File: src/rtl/dma_copy.sv
// Word-granular DMA engine: copies len words from src to dst, two cycles per word.
// Optional fill mode (writes fill_value len times, one cycle per word) is built when DMA_FILL_EN is defined.
module dma_copy #(
    parameter int LEN_W = 16
) (
    input  logic             clk,
    input  logic             rst,
    input  logic             start,
    input  logic [31:0]      src_addr,
    input  logic [31:0]      dst_addr,
    input  logic [LEN_W-1:0] len,
    input  logic             fill,
    input  logic [31:0]      fill_value,
    output logic             busy,
    output logic             done,
    output logic             ram_ce_o,
    output logic             ram_we_o,
    output logic [31:0]      ram_addr_o,
    output logic [3:0]       ram_sel_o,
    output logic [31:0]      ram_data_o,
    input  logic [31:0]      ram_data_i
);

    typedef enum logic [1:0] {
        IDLE,
        READ,
        WRITE,
        DONE
    } state_t;

    state_t           state_q, state_d;
    logic [31:0]      src_q, src_d;
    logic [31:0]      dst_q, dst_d;
    logic [31:0]      buf_q, buf_d;
    logic [LEN_W-1:0] cnt_q, cnt_d;
    logic             fill_q, fill_d;
    logic [31:0]      fval_q, fval_d;

    logic             fill_sel;
    logic [31:0]      fval_in;

`ifdef DMA_FILL_EN
    assign fill_sel = fill;
    assign fval_in  = fill_value;
`else
    // Fill ports stay on the boundary but are inert in copy-only builds.
    logic unused_fill;
    assign unused_fill = ^{fill, fill_value};
    assign fill_sel    = 1'b0;
    assign fval_in     = 32'h0;
`endif

    assign busy = (state_q != IDLE);

    // Next-state, datapath updates and RAM bus drive; bus idles at all-zero.
    always_comb begin
        state_d    = state_q;
        src_d      = src_q;
        dst_d      = dst_q;
        buf_d      = buf_q;
        cnt_d      = cnt_q;
        fill_d     = fill_q;
        fval_d     = fval_q;
        done       = 1'b0;
        ram_ce_o   = 1'b0;
        ram_we_o   = 1'b0;
        ram_addr_o = 32'h0;
        ram_sel_o  = 4'h0;
        ram_data_o = 32'h0;
        unique case (state_q)
            IDLE: begin
                if (start) begin
                    src_d  = {src_addr[31:2], 2'b00};
                    dst_d  = {dst_addr[31:2], 2'b00};
                    cnt_d  = len;
                    fill_d = fill_sel;
                    fval_d = fval_in;
                    if (len == '0) begin
                        state_d = DONE;
                    end else if (fill_sel) begin
                        state_d = WRITE;
                    end else begin
                        state_d = READ;
                    end
                end
            end
            READ: begin
                ram_ce_o   = 1'b1;
                ram_sel_o  = 4'hF;
                ram_addr_o = src_q;
                buf_d      = ram_data_i;
                state_d    = WRITE;
            end
            WRITE: begin
                ram_ce_o   = 1'b1;
                ram_we_o   = 1'b1;
                ram_sel_o  = 4'hF;
                ram_addr_o = dst_q;
                ram_data_o = fill_q ? fval_q : buf_q;
                src_d      = src_q + 32'd4;
                dst_d      = dst_q + 32'd4;
                cnt_d      = cnt_q - LEN_W'(1);
                if (cnt_q == LEN_W'(1)) begin
                    state_d = DONE;
                end else if (fill_q) begin
                    state_d = WRITE;
                end else begin
                    state_d = READ;
                end
            end
            DONE: begin
                done    = 1'b1;
                state_d = IDLE;
            end
            default: state_d = IDLE;
        endcase
    end

    // State and datapath registers; reset aborts any transfer in flight.
    always_ff @(posedge clk or negedge rst) begin
        if (!rst) begin
            state_q <= IDLE;
            src_q   <= 32'h0;
            dst_q   <= 32'h0;
            buf_q   <= 32'h0;
            cnt_q   <= '0;
            fill_q  <= 1'b0;
            fval_q  <= 32'h0;
        end else begin
            state_q <= state_d;
            src_q   <= src_d;
            dst_q   <= dst_d;
            buf_q   <= buf_d;
            cnt_q   <= cnt_d;
            fill_q  <= fill_d;
            fval_q  <= fval_d;
        end
    end

endmodule

File: config.mk
export PLATFORM = sky130hd
export DESIGN_NAME = dma_copy
export DESIGN_NICKNAME = d
export VERILOG_FILES = /design/src/rtl/dma_copy.sv
export SDC_FILE = /design/constraint.sdc
export NUM_CORES = 1
export LEC_CHECK = 0
export BUFFER_PORTS_ARGS = -buffer_cell sky130_fd_sc_hd__clkbuf_2
export CORE_MARGIN = 2
export CORE_UTILIZATION = 40
export CTS_BUF_LIST = sky130_fd_sc_hd__clkbuf_2
export CTS_CLUSTER_DIAMETER = 30
export DETAILED_ROUTE_END_ITERATION = 16
export GPL_TIMING_DRIVEN = 0
export HOLD_SLACK_MARGIN = 0.02
export PLACE_DENSITY_LB_ADDON = 0.05
export SYNTH_ARGS = -nofsm -noshare
export SYNTH_HDL_FRONTEND = slang
export SYNTH_SLANG_ARGS = --single-unit
File: constraint.sdc
create_clock -name clk -period 5.34 [get_ports clk]
set_input_delay 0.267 -clock clk [delete_from_list [all_inputs] [get_ports clk]]
set_output_delay 0.267 -clock clk [all_outputs]
set_load 0.005 [all_outputs]
==> results.tsv <==
metric	value	unit
status	finished, final reports clean	
Seq/Total Area, Yosys	40.1	%
Least-Margin Pin Slew	0.851	ns
cts hold-fix bufs	111	
PortBufs	180	
initial antenna violation count	1	
Mapped Area	6860	um^2
largest net degree at the start of global routing	65	
synthesized area per cell	8.86	um^2
sw frac	49.7	%
die width	135	um
via count	7356	
clock skew	0.0255	ns
core area	16600	um^2
post-cts resize count	0	
Worst VDD drop	0.330	mV
Pre-antenna DRT Iters	5	
HP Class	input port to flop	
Comb pwr share	58.3	%
commonest cells in the synthesized netlist	dfrtp_1, a21oi_1, nand2_1, nand3_1, o22ai_1	
Final setup viols	0	
final hold vios	0	
Final period util	67.2	%
Pint	2.60	mW
share of layout cells above drive strength 1	23.9	%
Gate Count Post-Synth	774	
GR Util All Layers	28.0	%
DR DRC count	0	
Syn-to-layout area delta	35.5	%
Reg power frac	34.1	%
die area	18200	um^2
root buf cell	clkbuf_2	
switching power	2.57	mW
Clk pwr share	7.7	%
register area	2750	um^2
row count	47	
chip height	135	um
Post-synth EDFFs	0	
clk_lat worst skew	0.68	ns
WL/cell	19.0	um
area of the multi-input gates	3780	um^2
CP Max Fanout	10	
RD Place Congestion	0.875	
clock buffer depth	2	
Fill cells	1603	
Cells after DPL	1176	
Primary FF master, synth	dfrtp_1	
crit path DAT	3.32	ns
RSZ-0062 raised after global routing	false	
Ports	220	
most common cell in the netlist	dfrtp_1	
Seq cells post-synth	110	
Starting Density	41.2	%
Post-CTS Setup Repair Bufs	0	
drt total wl	24.8	mm
Clock Sinks	110	
first-pass GRT wire length	39.3	mm
Yosys top cell by area	dfrtp_1	
final std cells w/o fill	1304	
ranking of synthesized cells by area	dfrtp_1, mux2_2, a21oi_1	
CTS tree	done	
crit path time final	3.59	ns
antenna-violating nets left	0	
HPWL after detailed placement	17.1	mm
global route overflow	0	
Slew Viols, Final	0	
Nets	1234	
Max-Cap Viols	0	
Startpoint Class	flop	
DR iter-0 viols	567	
post-synth cell types	55	
leakage	4.06	nW
CTS Buf Count	9	
critical path class	flop to primary output	
Vias/cell	5.64	
top-area cell type share of the netlist area	40.1	%
setup TNS	0	ns
Ys Warns	0	
Crit. End Element	primary output	
FFs w/ async S/R, synth	100	%
Worst-path clk slew	0.32	ns
P per Cell Area	557	nW/um^2
Final Util	55.8	%
number of global-route vias before repair	7147	
Crit path required time	5.07	ns
Max Freq	279	MHz
H-tree levels	3	
slew margin rel.	43.1	%
[state kept, by name, indices dropped and copies added, names as in the netlist]
name / count
state_q: 2
dst_q: 30
cnt_q: 16
buf_q: 32
src_q: 30
[metal layers]
layer / up-vias / GRT usage [%] / part of all wire, %
met5: - / 1.94 / 0.19
met4: 2 / 6.20 / 1.6
met3: 23 / 6.57 / 7.7
met2: 298 / 45.5 / 46
met1: 3540 / 37.8 / 44
li1: 3493 / - / -
[critical path, cell delays in order (launching register included)]
cell and delay [ns]:
dfrtp_1 0.50, inv_1 0.10, ha_1 0.20, buf_2 0.23, clkbuf_1 0.46, clkbuf_1 0.63
nand2_1 0.15, a21boi_0 0.23, clkbuf_2 0.15
[kinds of logic (layout without fill, tap and decap cells)]
kind of cell | after synthesis | count (layout) | synth area share (%)
AO/OA/AOI/OAI | 231 | 231 | 20.9
adder cells (fa/ha/maj) | 8 | 8 | 1.46
buffers and inverters | 78 | 386 | 4.74
flip-flops | 110 | 110 | 40.1
multiplexers | 56 | 56 | 8.78
other | 1 | 3 | 0.0547
AND/OR/NAND/NOR | 290 | 290 | 23.9
[power groups by stage]
stage	Clock (mW)	Sequential, mW	Combinational [mW]
5_1_grt	0.438	1.84	3.34
6_report	0.396	1.76	3.02
2_1_floorplan	0	1.62	1.96
3_3_place_gp	0	1.77	2.90
3_5_place_dp	0	1.77	2.92
4_1_cts	0.407	1.75	2.99
[worst paths after layout]
| check | startpoint | endpoint | slack, ns | depth (start not counted) |
|---|---|---|---|---|
| min in group asynchronous | rst | dst_q[12] | 0.56 | 3 |
| hold / removal | src_addr[25] | src_q[25] | 0.09 | 5 |
| max in group asynchronous | rst | buf_q[1] | 3.76 | 4 |
| setup reg to reg | state_q[0] | dst_q[23] | 2.15 | 8 |
| hold reg to reg | dst_q[17] | dst_q[17] | 0.53 | 1 |
| setup / recovery | state_q[0] | ram_addr_o[25] | 1.75 | 8 |
[area by class of cell]
cell class              instances  area share, %
diodes                          1         0.0269
repair buffers                292           22.1
clock inverters                 7          0.620
well taps                     220           2.96
multi-input cells             587           40.7
flip-flops and latches        110           29.6
inverters                      15          0.606
clock buffers                   9          0.485
plain buffers                  63           2.90
[cells in the final DEF (no fill, tap or decap), types with 4 or more instances in the layout]
master,n
nand3_1,48
ha_1,8
nand2_1,59
and2_1,33
nor2_1,30
dlygate4sd3_1,111
mux2_2,33
clkbuf_2,189
o31ai_1,7
buf_2,7
nor3_1,18
buf_4,6
nor4_1,12
a2bb2oi_1,5
nand4_1,14
clkbuf_1,46
and4_1,8
a31oi_1,8
inv_1,15
a22oi_1,29
mux2i_1,23
nor2b_1,25
and3_1,17
a21boi_0,6
o22ai_1,47
o21ai_0,43
nor4_4,4
clkinv_4,4
or4_1,5
a21oi_1,63
or2_2,4
dfrtp_1,110
[stage by stage]
step                instance area (um^2)  hold slack, ns  setup slack [ns]  total power [mW]
floorplan                           6860         -0.0286              3.17              3.58
global placement                    8040           0.484              2.16              4.67
detailed placement                  8070           0.252              2.27              4.69
CTS                                 9290          0.0454              1.70              5.15
global route                        9290          0.0406              1.49              5.62
finish                              9290          0.0944              1.75              5.17
Power figures use the tool's default switching activity.
